File: src/rtl/adder_accumulator.sv
// Accumulates N_SAMPLES 5-bit adder results ({cout, sum}) into an ACC_W-bit total
// and offers the total on a valid/ready port; a three-state FSM sequences the word.
module adder_accumulator #(
  parameter int N_SAMPLES = 4,
  parameter int ACC_W     = 8
) (
  input  logic             clk,
  input  logic             rst,
  input  logic             clear,
  input  logic             in_valid,
  input  logic [3:0]       sum,
  input  logic             cout,
  output logic             in_ready,
  output logic             out_valid,
  input  logic             out_ready,
  output logic [ACC_W-1:0] acc,
  output logic             overflow,
  output logic [3:0]       count
);

  typedef enum logic [1:0] {
    S_IDLE  = 2'd0,
    S_ACCUM = 2'd1,
    S_DONE  = 2'd2
  } state_t;

  localparam logic [3:0] LP_N = 4'(N_SAMPLES);

  state_t           r_state, w_state_next;
  logic [ACC_W-1:0] r_acc, w_acc_next;
  logic [3:0]       r_count, w_count_next;
  logic             r_overflow, w_overflow_next;
  logic [ACC_W:0]   w_operand;
  logic [ACC_W:0]   w_sum_ext;
  logic [3:0]       w_count_inc;

  // One extra bit on the adder exposes the carry out of bit ACC_W-1 for the sticky flag.
  assign w_operand   = {{(ACC_W-4){1'b0}}, cout, sum};
  assign w_sum_ext   = {1'b0, r_acc} + w_operand;
  assign w_count_inc = r_count + 4'd1;

  always_comb begin
    w_state_next    = r_state;
    w_acc_next      = r_acc;
    w_count_next    = r_count;
    w_overflow_next = r_overflow;
    if (clear) begin
      w_state_next    = S_IDLE;
      w_acc_next      = '0;
      w_count_next    = '0;
      w_overflow_next = 1'b0;
    end else begin
      case (r_state)
        S_IDLE, S_ACCUM: begin
          if (in_valid) begin
            w_acc_next      = w_sum_ext[ACC_W-1:0];
            w_count_next    = w_count_inc;
            w_overflow_next = r_overflow | w_sum_ext[ACC_W];
            w_state_next    = (w_count_inc == LP_N) ? S_DONE : S_ACCUM;
          end
        end
        S_DONE: begin
          // Inputs presented during the release cycle are not taken.
          if (out_ready) begin
            w_state_next    = S_IDLE;
            w_acc_next      = '0;
            w_count_next    = '0;
            w_overflow_next = 1'b0;
          end
        end
        default: begin
          w_state_next    = S_IDLE;
          w_acc_next      = '0;
          w_count_next    = '0;
          w_overflow_next = 1'b0;
        end
      endcase
    end
  end

  always_ff @(posedge clk) begin
    if (rst) begin
      r_state    <= S_IDLE;
      r_acc      <= '0;
      r_count    <= '0;
      r_overflow <= 1'b0;
    end else begin
      r_state    <= w_state_next;
      r_acc      <= w_acc_next;
      r_count    <= w_count_next;
      r_overflow <= w_overflow_next;
    end
  end

  assign in_ready  = (r_state != S_DONE);
  assign out_valid = (r_state == S_DONE);
  assign acc       = r_acc;
  assign overflow  = r_overflow;
  assign count     = r_count;

endmodule

File: config.mk
export PLATFORM = sky130hd
export DESIGN_NAME = adder_accumulator
export DESIGN_NICKNAME = d
export VERILOG_FILES = /design/src/rtl/adder_accumulator.sv
export SDC_FILE = /design/constraint.sdc
export NUM_CORES = 1
export LEC_CHECK = 0
export ABC_CLOCK_PERIOD_IN_PS = 1950
export BUFFER_PORTS_ARGS = -buffer_cell sky130_fd_sc_hd__buf_2
export CAP_MARGIN = 40
export CORE_MARGIN = 4
export CORE_UTILIZATION = 42
export DETAILED_ROUTE_END_ITERATION = 8
export GPL_ROUTABILITY_DRIVEN = 0
export PLACE_DENSITY = 0.69
export REMOVE_ABC_BUFFERS = 1
export SYNTH_ARGS = -nofsm -noshare
export SYNTH_HDL_FRONTEND = slang
export SYNTH_SLANG_ARGS = --single-unit
File: constraint.sdc
create_clock -name clk -period 1.95 [get_ports clk]
set_input_delay 0.39 -clock clk [delete_from_list [all_inputs] [get_ports clk]]
set_output_delay 0.39 -clock clk [all_outputs]
set_load 0.03 [all_outputs]
==> results.md, run 1 <==
* Htree depth at 1
* Cells after DPL at 152
* Worst hold path class: in2reg
* Clock sinks at 15
* Ys Warns at 0
* DRT Wirelength at 1950 µm
* Hold Crit Depth at 4
* Max-cap viol count at 0
* Crit-path slowest cell: fa_1
* Routed via count at 822
* Maximum clock frequency at 558 MHz
* Setup violators final at 0
* Synth top area share at 0.344
* Num CTS Buffers at 3
* Top-Level Pins at 25
* Max VDD drop at 376 µV
* Area of the multi-input gates at 532 µm²
* Pre-antenna DRT Iters at 2
* Final clock skew at 0.00313 ns
* Critical R2R Capture: acc[6]
* CTS tree: built
* Number of synthesized flops with an enable pin at 0
* CTS Hold Bufs at 0
* Dpl hpwl at 1470 µm
* Clock Latency Late Sink at 0.29 ns
* CP delay by family, top: adder cells
* Share of cells above drive strength 1 at 0.277
* Clock tree buffer depth at 2
* Hold path endpoint: r_state[0]
* Area grow syn2layout at 20.4%
* Post-synthesis sequential area ratio at 0.344
* Vias/cell at 5.24
* Synth top cells by count: dfxtp_1, nand2_1, a21oi_1
* Reg area at 300 µm²
* Worst slack at placement at -0.0268 ns
* Root buffer cell: clkbuf_4
* Pwr dens at 568 mW/mm²
* Placement Cell Area at 0.00101 mm²
* Crit path kind: reg2reg
* Initial antenna violation count at 0
* Die area at 0.00287 mm²
* Total track usage at 0.149
* Synth cell types at 35
* Arr. time, crit path at 1.98 ns
* Primary FF master, synth: dfxtp_1
* Final worst-path cycle share at 0.919
* CP peak stage delay at 0.40 ns
* DRC Markers at 0
* Startpoint Class: register
* Cell with the most instances after synthesis: dfxtp_1
* Top post-synthesis cells by area: dfxtp_1, ha_1, a21oi_1
* Row Count at 16
* Status: completed
* Antenna Nets Post-Route at 0
* Worst setup margin at 0.157 ns
* Slew HR at 0.611
* Nets at 148
* Per-cell routed wire length at 12.4 µm
* Yosys top cell by area: dfxtp_1
* CP Max Fanout at 3
* Syn Inst Count at 103
* FF+latch count, synth at 15
* Worst Hold Launch: rst
* Chip width at 53.6 µm
* Initial DRC Count at 4
* Starting Density at 0.445
* Final Max Slew Viols at 0
* Post-synth ARST share at 0
* CP endpoint kind: register
* CTS clk-pin slew, worst paths at 0.09 ns
* RSZ-0062 raised after global routing: false
* Die height at 53.6 µm
* Final Non-Filler Cells at 157
* Worst hold slack at 0.403 ns
* Mean Syn Cell Area at 8.47 µm²
* Total negative setup slack at 0 ns
* Worst Max-Slew Pin Slew at 0.583 ns
* Port Buffer Count at 24
* Total power at 597 µW
* P_leak at 0.476 nW
* Min Tclk post-route at 1.79 ns
* CP Cell Sequence: ha_1 > inv_1 > fa_1 > nor2b_2 > o31ai_1 > a211o_1 > mux2i_1
* Post-Syn Area at 872 µm²
* Final Util at 0.535
* Core box area at 0.00196 mm²
* WP data required at 2.14 ns
* Vias in the first global route at 756
* # diodes at 0
* Hold Fails Final Rpt at 0
* Largest net degree at the start of global routing at 15
* Post-route cell area at 0.00105 mm²
* R2R Path Start: acc[0]
* R2R setup slack at 0.16 ns
* Reg2Reg Depth at 7
* Gr ovfl total at 0
* Number of buffers and inverters on the critical path at 1
* First-pass GRT wire length at 3120 µm
* Fillcell total at 216
* Crit. Startpoint: acc[0]
[where the power goes]
part | internal, mW | switching, mW
logic | 0.0366 | 0.0538
registers | 0.313 | 0.00598
clock network | 0.0797 | 0.108
[registers in the layout, indices dropped and copies added, names as in the netlist]
| register | cells |
|---|---|
| overflow | 1 |
| count | 4 |
| r_state | 2 |
| acc | 8 |
[worst max-delay path by stage]
stage          slack [ns]  endpoint  depth (start not counted)
2_1_floorplan        0.02    acc[6]                          7
3_3_place_gp         0.07    acc[6]                          8
3_5_place_dp        -0.03    acc[6]                          8
4_1_cts              0.06    acc[6]                          7
5_1_grt              0.03  overflow                          7
6_report             0.16    acc[6]                          7
[timing repair]
item	4_1_cts	5_1_grt
buffers inserted	0	1
gates resized for setup	0	1
endpoints found under the setup margin	0	2
[per-layer routing]
metal / track usage / up-vias / part of all wire
met3: 0.0305 / 5 / 0.052
met1: 0.180 / 378 / 0.49
met4: 0.0894 / 0 / 0.021
met5: 0 / - / 0
met2: 0.243 / 18 / 0.44
li1: - / 421 / -
[cells by family (layout without fill, tap and decap cells)]
kind of cell             Yosys count  count (layout)  synth area share
AND/OR/NAND/NOR                   44              44             0.271
AO/OA/AOI/OAI                     24              24             0.179
flip-flops                        15              15             0.344
buffers and inverters              9              36            0.0488
adder cells (fa/ha/maj)            7               7             0.109
multiplexers                       4               4            0.0473
[cell usage in the layout, fill, tap and decap left out]
cell / synthesis / final
a211oi_1: 1 / 1
a21oi_2: 1 / 1
o31ai_1: 1 / 1
or2_2: 2 / 2
o211ai_1: 1 / 1
nand2b_1: 3 / 3
nor2_2: 1 / 1
buf_2: 1 / 24
nor3_1: 2 / 2
buf_4: 0 / 2
nor3b_1: 1 / 1
fa_1: 1 / 1
or4_1: 3 / 3
or3b_1: 1 / 1
nand4_1: 2 / 2
ha_1: 6 / 6
nand3b_1: 3 / 3
nand3_1: 4 / 4
inv_1: 6 / 6
a21oi_1: 9 / 9
o21a_1: 3 / 3
nand2_1: 12 / 12
mux2i_1: 3 / 3
a2bb2oi_1: 1 / 1
a21o_1: 2 / 2
nor2b_1: 3 / 2
dfxtp_1: 15 / 15
mux2_2: 1 / 1
or3_1: 2 / 2
a31oi_1: 1 / 1
o21ai_0: 2 / 2
o21ai_2: 1 / 1
nor2_1: 5 / 5
nor2b_2: 0 / 1
clkbuf_4: 0 / 3
a211o_1: 1 / 1
clkbuf_1: 1 / 1
[cell type report]
class	instances	share of cell area
timing repair buffer	26	0.129
multi-input combinational	79	0.507
tap	27	0.0322
clock buffer	4	0.0250
inverter	6	0.0215
sequential	15	0.286
[worst reg2reg max path, cell delays in order, from the launching register on]
cell	delay, ns
dfxtp_1	0.36
ha_1	0.17
inv_1	0.05
fa_1	0.40
nor2b_2	0.15
o31ai_1	0.10
a211o_1	0.33
mux2i_1	0.13
No activity file was read; power rests on OpenSTA's default activity.
==> run 2: changes to the inputs <==
--- a/config.mk
+++ b/config.mk
@@ -10,6 +10,7 @@
 export CAP_MARGIN = 40
 export CORE_MARGIN = 4
 export CORE_UTILIZATION = 42
+export CTS_CLUSTER_SIZE = 20
 export DETAILED_ROUTE_END_ITERATION = 8
 export GPL_ROUTABILITY_DRIVEN = 0
 export PLACE_DENSITY = 0.69
==> constraint.sdc (replaced) <==
create_clock -name clk -period 1.95 [get_ports clk]
set_input_delay 0 -clock clk [delete_from_list [all_inputs] [get_ports clk]]
set_output_delay 0 -clock clk [all_outputs]
set_load 0.03 [all_outputs]
==> results.md, run 2 (synthesized netlist as in run 1, its figures left out) <==
* Total power at 589 µW (-1.2%)
* Setup violators final at 0 (unchanged)
* Row Count at 16 (unchanged)
* Pwr dens at 561 mW/mm² (-1.4%)
* Startpoint Class: register
* Reg area at 300 µm² (unchanged)
* Nets at 148 (unchanged)
* Hold Fails Final Rpt at 0 (unchanged)
* Largest net degree at the start of global routing at 14 (-1)
* Crit-path slowest cell: fa_1
* CP endpoint kind: register
* Clock sinks at 15 (unchanged)
* R2R setup slack at 0.16 ns (about the same)
* Maximum clock frequency at 560 MHz (+0.33%)
* Crit path kind: reg2reg
* Final clock skew at 0.00672 ns (+0.00359 ns)
* Die area at 0.00287 mm² (unchanged)
* Per-cell routed wire length at 12.3 µm (-1.1%)
* Initial antenna violation count at 0 (unchanged)
* Critical Path End: acc[6]
* Vias/cell at 5.29 (+1.1%)
* Starting Density at 0.445 (unchanged)
* Final worst-path cycle share at 0.916 (-0.00300)
* Max VDD drop at 343 µV (-8.8%)
* Htree depth at 1 (unchanged)
* # diodes at 0 (unchanged)
* Routed via count at 831 (+1.1%)
* Top-Level Pins at 25 (unchanged)
* CTS tree: built
* Reg2Reg Depth at 7 (unchanged)
* Fillcell total at 217 (+0.46%)
* Worst hold path class: in2reg
* Area of the multi-input gates at 532 µm² (unchanged)
* CP Cell Sequence: ha_1 > inv_1 > fa_1 > nor2b_2 > o31ai_1 > a211o_1 > mux2i_1
* P_leak at 0.478 nW (+0.44%)
* Clock Latency Late Sink at 0.29 ns (about the same)
* Most frequent cells in the layout: buf_2, dfxtp_1, nand2_1, a21oi_1
* DRT Wirelength at 1930 µm (-1.1%)
* Max-cap viol count at 0 (unchanged)
* Pre-antenna DRT Iters at 4 (+2)
* Gr ovfl total at 0 (unchanged)
* Crit. Startpoint: acc[0]
* Min Tclk post-route at 1.79 ns (-0.00586 ns)
* RSZ-0062 raised after global routing: false
* Antenna Nets Post-Route at 0 (unchanged)
* Core box area at 0.00196 mm² (unchanged)
* Arr. time, crit path at 1.97 ns (about the same)
* Total negative setup slack at 0 ns (unchanged)
* Critical R2R Capture: acc[6]
* Most common cell after layout, fill and taps aside: buf_2
* WP data required at 2.14 ns (about the same)
* Die height at 53.6 µm (unchanged)
* CP Max Fanout at 3 (unchanged)
* First-pass GRT wire length at 3330 µm (+6.6%)
* Final Max Slew Viols at 0 (unchanged)
* Root buffer cell: clkbuf_4
* Port Buffer Count at 24 (unchanged)
* Chip width at 53.6 µm (unchanged)
* R2R Path Start: acc[0]
* Worst Hold Launch: rst
* Worst Max-Slew Pin Slew at 0.503 ns (-0.0796 ns)
* Num CTS Buffers at 3 (unchanged)
* Share of cells above drive strength 1 at 0.285 (+0.00769)
* Dpl hpwl at 1500 µm (+2.1%)
* CP peak stage delay at 0.40 ns (about the same)
* Postcts setup bufs at 0 (unchanged)
* Initial DRC Count at 13 (+9)
* Total track usage at 0.162 (+0.0130)
* DRC Markers at 0 (unchanged)
* Max FFs per register at 8 (unchanged)
* CTS clk-pin slew, worst paths at 0.09 ns (about the same)
* Area grow syn2layout at 20.5%
* Slew HR at 0.665 (+0.0531)
* Status: completed
* Clock tree buffer depth at 2 (unchanged)
* Vias in the first global route at 806 (+6.6%)
==> run 2: power by group <==
part | internal (mW) | total (mW) | switching (mW) | leakage (nW)
Combinational | 0.0372 | 0.0913 | 0.0540 | 0.339
Clock | 0.0762 | 0.179 | 0.103 | 0.0177
Sequential | 0.313 | 0.319 | 0.00597 | 0.122
==> run 2: stage by stage <==
step	area, µm²	setup WS, ns	utilization	cells	hold WS, ns
after floorplan	852	0.0187	-	100	0.168
after global placement	1020	0.203	0.520	153	0.307
after detailed placement	1020	0.111	0.520	153	0.316
after CTS	1050	0.114	0.534	157	0.0265
after global routing	1050	0.0168	0.536	157	0.0460
final	1050	0.163	0.536	157	0.0296
==> run 2: how the worst min path moves through the flow <==
stage | slack (ns) | endpoint | cells after the start
floorplan | 0.17 | acc[0] | 2
global placement | 0.31 | r_state[0] | 4
detailed placement | 0.32 | r_state[0] | 4
CTS | 0.03 | r_state[0] | 4
global route | 0.05 | r_state[1] | 3
finish | 0.03 | r_state[0] | 4
==> run 2: what timing repair did <==
item	in CTS	in global routing
setup endpoints to repair	0	2
resized for setup	0	1
hold buffers	0	0
==> run 2: final cells by class <==
class | count | share of cell area
inverters | 6 | 0.0214
multi-input cells | 79 | 0.506
clock inverters | 1 | 0.00476
well taps | 27 | 0.0321
clock buffers | 3 | 0.0214
flip-flops and latches | 15 | 0.286
repair buffers | 26 | 0.129
==> run 2: worst max-delay path: cells and delay by family (launching register included) <==
| kind | cells | cell delay (ns) |
|---|---|---|
| AOI/OAI and AO/OA | 2 | 0.42 |
| adders and majority gates | 2 | 0.57 |
| buffers and inverters | 1 | 0.06 |
| DFF | 1 | 0.36 |
| muxes | 1 | 0.12 |
| and+or+nand+nor | 1 | 0.16 |
==> run 2: metal layers <==
metal  part of all wire  wire length (µm)  track usage
met5                  0                 0            0
met2               0.47               909        0.282
met1               0.44               855        0.177
met3              0.066               127       0.0609
met4              0.018                34       0.0638
==> run 3: changes to the inputs <==
--- a/config.mk
+++ b/config.mk
@@ -5,6 +5,7 @@
 export SDC_FILE = /design/constraint.sdc
 export NUM_CORES = 1
 export LEC_CHECK = 0
+export ABC_AREA = 1
 export ABC_CLOCK_PERIOD_IN_PS = 1950
 export BUFFER_PORTS_ARGS = -buffer_cell sky130_fd_sc_hd__buf_2
 export CAP_MARGIN = 40
@@ -13,7 +14,7 @@
 export CTS_CLUSTER_SIZE = 20
 export DETAILED_ROUTE_END_ITERATION = 8
 export GPL_ROUTABILITY_DRIVEN = 0
-export PLACE_DENSITY = 0.69
+export PLACE_DENSITY = 0.68
 export REMOVE_ABC_BUFFERS = 1
 export SYNTH_ARGS = -nofsm -noshare
 export SYNTH_HDL_FRONTEND = slang
==> results.md, run 3 <==
* Status: completed
* Crit path kind: reg2reg
* Worst hold path class: in2reg
* Clock tree buffer depth at 2 (unchanged)
* Postcts setup bufs at 0 (unchanged)
* Area grow syn2layout at 21.1%
* Initial DRC Count at 14 (+1)
* Final clock skew at 0.00206 ns (-0.00466 ns)
* Ys Warns at 0 (unchanged)
* CTS clk-pin slew, worst paths at 0.10 ns (about the same)
* Largest net degree at the start of global routing at 12 (-2)
* Register share of total power at 0.519 (-0.022)
* Vias/cell at 4.63 (-13%)
* Total power at 612 µW (+3.9%)
* First-pass GRT wire length at 3440 µm (+3.5%)
* Post-cts repair resize count at 0 (unchanged)
* Synth cell types at 25 (-29%)
* Final Non-Filler Cells at 186 (+18%)
* R2R Path Start: acc[0]
* Port Buffer Count at 24 (unchanged)
* Htree depth at 1 (unchanged)
* Mean Syn Cell Area at 6.92 µm² (-18%)
* Hold Fails Final Rpt at 0 (unchanged)
* Primary FF master, synth: dfxtp_1
* Post-synthesis sequential area ratio at 0.334 (-0.0105)
* Routed via count at 861 (+3.6%)
* Max FFs per register at 8 (unchanged)
* P_leak at 0.568 nW (+19%)
* Worst hold slack at 0.0315 ns (+0.00189 ns)
* Chip width at 54.3 µm (+1.3%)
* Critical Path End: acc[6]
* Total negative setup slack at 0 ns (unchanged)
* Most frequent cells in the layout: nand2_1, buf_2, inv_1, dfxtp_1, nor2_1
* Core box area at 0.00200 mm² (+2.0%)
* Crit. Startpoint: acc[0]
* Yosys top cell by area: dfxtp_1
* CTS Hold Bufs at 2 (+2)
* # diodes at 0 (unchanged)
* Post-Syn Area at 900 µm² (+3.2%)
* Switching Share at 0.300 (+0.0239)
* Final worst-path cycle share at 0.851 (-0.0655)
* Clock Latency Late Sink at 0.29 ns (about the same)
* Top post-synthesis cells by area: dfxtp_1, nand2_1, inv_1
* Post-synthesis mux area share at 0 (-0.0473)
* Syn Inst Count at 130 (+26%)
* GRT met3 Usage at 0.0327 (-0.0282)
* Per-cell routed wire length at 10.4 µm (-15%)
* Gr ovfl total at 0 (unchanged)
* Starting Density at 0.449 (+0.00486)
* Pre-antenna DRT Iters at 4 (unchanged)
* Post-synth ARST share at 0 (unchanged)
* Share of cells above drive strength 1 at 0.233 (-0.0519)
* Die height at 54.3 µm (+1.3%)
* CP endpoint kind: register
* FF+latch count, synth at 15 (unchanged)
* Max VDD drop at 284 µV (-17%)
* Row Count at 16 (unchanged)
* Combinational family with the most area after synthesis: simple AND/OR/NAND/NOR gates
* Dpl hpwl at 1440 µm (-4.2%)
* Most common cell after layout, fill and taps aside: nand2_1
* R2R setup slack at 0.29 ns (+0.13 ns)
* Synth Area in Compound Gates at 0.100 (-0.0792)
* Gr busiest metal: met2
* Min Tclk post-route at 1.66 ns (-0.128 ns)
* Maximum clock frequency at 603 MHz (+7.7%)
* Worst Max-Slew Pin Slew at 0.276 ns (-0.227 ns)
* Pwr dens at 562 mW/mm² (+0.24%)
* Critical R2R Capture: acc[6]
* M2 GR Usage at 0.265 (-0.0167)
* NetSw at 184 µW (+13%)
* Clock sinks at 15 (unchanged)
* Max-cap viol count at 0 (unchanged)
* Antenna Nets Post-Route at 0 (unchanged)
* Adder-cell share of the synthesized area at 0.106 (-0.00334)
* P_int at 429 µW (+0.51%)
* Cells after DPL at 180 (+18%)
* DRT Wirelength at 1930 µm (+0.26%)
* Synth top cells by count: nand2_1, inv_1, dfxtp_1
* Number of synthesized flops with an enable pin at 0 (unchanged)
* Power share of the clock group at 0.312 (+0.008)
* Reg2Reg Depth at 11 (+4)
* RSZ-0062 raised after global routing: false
* Synth top area share at 0.334 (-0.0105)
* Total track usage at 0.162 (-0.000385)
* Met1 Use GR at 0.199 (+0.0216)
* Slew HR at 0.815 (+0.150)
* Arr. time, crit path at 1.86 ns (-0.11 ns)
* Initial antenna violation count at 0 (unchanged)
* Num CTS Buffers at 3 (unchanged)
* Startpoint Class: register
* Final Max Slew Viols at 0 (unchanged)
* WP data required at 2.15 ns (about the same)
* Top-Level Pins at 25 (unchanged)
* Combinational cell fraction of total power at 0.168 (+0.013)
* CP Max Fanout at 3 (unchanged)
* Root buffer cell: clkbuf_4
* Vias in the first global route at 848 (+5.2%)
* CTS tree: built
* DRC Markers at 0 (unchanged)
* Synth Area in Simple Gates at 0.325 (+0.0543)
* Post-Synth XOR/XNOR Area at 0.0195 (+0.0195)
* Die area at 0.00295 mm² (+2.7%)
* Nets at 177 (+20%)
* Setup violators final at 0 (unchanged)
* Cell with the most instances after synthesis: nand2_1
* Final Util at 0.544 (+0.00866)
==> run 3: cell types whose count changed after synthesis, sizes merged, moves of 6 or more <==
cell	previous run	this run
nand2	12	34
inv	6	23
nor2	6	16
nand3	4	10
==> run 3: per-stage QoR <==
stage | worst slack, ns | instance area (µm²)
after floorplan | 0.207 | 888
after global placement | 0.393 | 1040
after detailed placement | 0.341 | 1040
after CTS | 0.318 | 1090
after global routing | 0.104 | 1090
final | 0.291 | 1090
==> run 3: final cells by class <==
cell class | count | area, µm²
Fill cell | 205 | 912
Multi-Input combinational cell | 90 | 495
Sequential cell | 15 | 300
Timing Repair Buffer | 26 | 140
Inverter | 24 | 92.6
Tap cell | 27 | 33.8
Clock buffer | 3 | 22.5
Clock inverter | 1 | 5.00
==> run 3: power groups by stage <==
| stage | logic (mW) | clock network, mW | registers (mW) |
|---|---|---|---|
| 6_report | 0.103 | 0.191 | 0.318 |
| 5_1_grt | 0.119 | 0.208 | 0.320 |
| 4_1_cts | 0.104 | 0.195 | 0.318 |
| 3_5_place_dp | 0.0995 | 0 | 0.325 |
| 3_3_place_gp | 0.0977 | 0 | 0.325 |
| 2_1_floorplan | 0.0592 | 0 | 0.336 |
==> run 3: layer usage <==
metal,vias up,part of all wire
met5,-,0
met4,0,0.016
li1,465,-
met3,4,0.057
met2,18,0.47
met1,374,0.45
==> run 3: worst min path at each step <==
stage,startpoint,to,slack (ns),cells past startpoint
global route,rst,overflow,0.06,4
finish,rst,overflow,0.03,4
global placement,rst,acc[1],0.30,3
detailed placement,rst,acc[1],0.29,3
CTS,rst,overflow,0.02,4
floorplan,rst,acc[1],0.19,2
==> run 3: cells by family after synthesis <==
family / Yosys count
compound gates: 17
xor+xnor: 2
buf+inv: 25
fa+ha+maj: 7
simple gates: 64
flops: 15
==> run 3: critical path, stage by stage, from the launching register on <==
cell	delay, ns
dfxtp_1	0.37
ha_1	0.20
inv_1	0.06
fa_1	0.35
inv_1	0.07
nand2_1	0.06
nand2_1	0.08
nand3_1	0.10
nand2_1	0.12
nand2_1	0.06
nand2_1	0.06
nor2_1	0.04
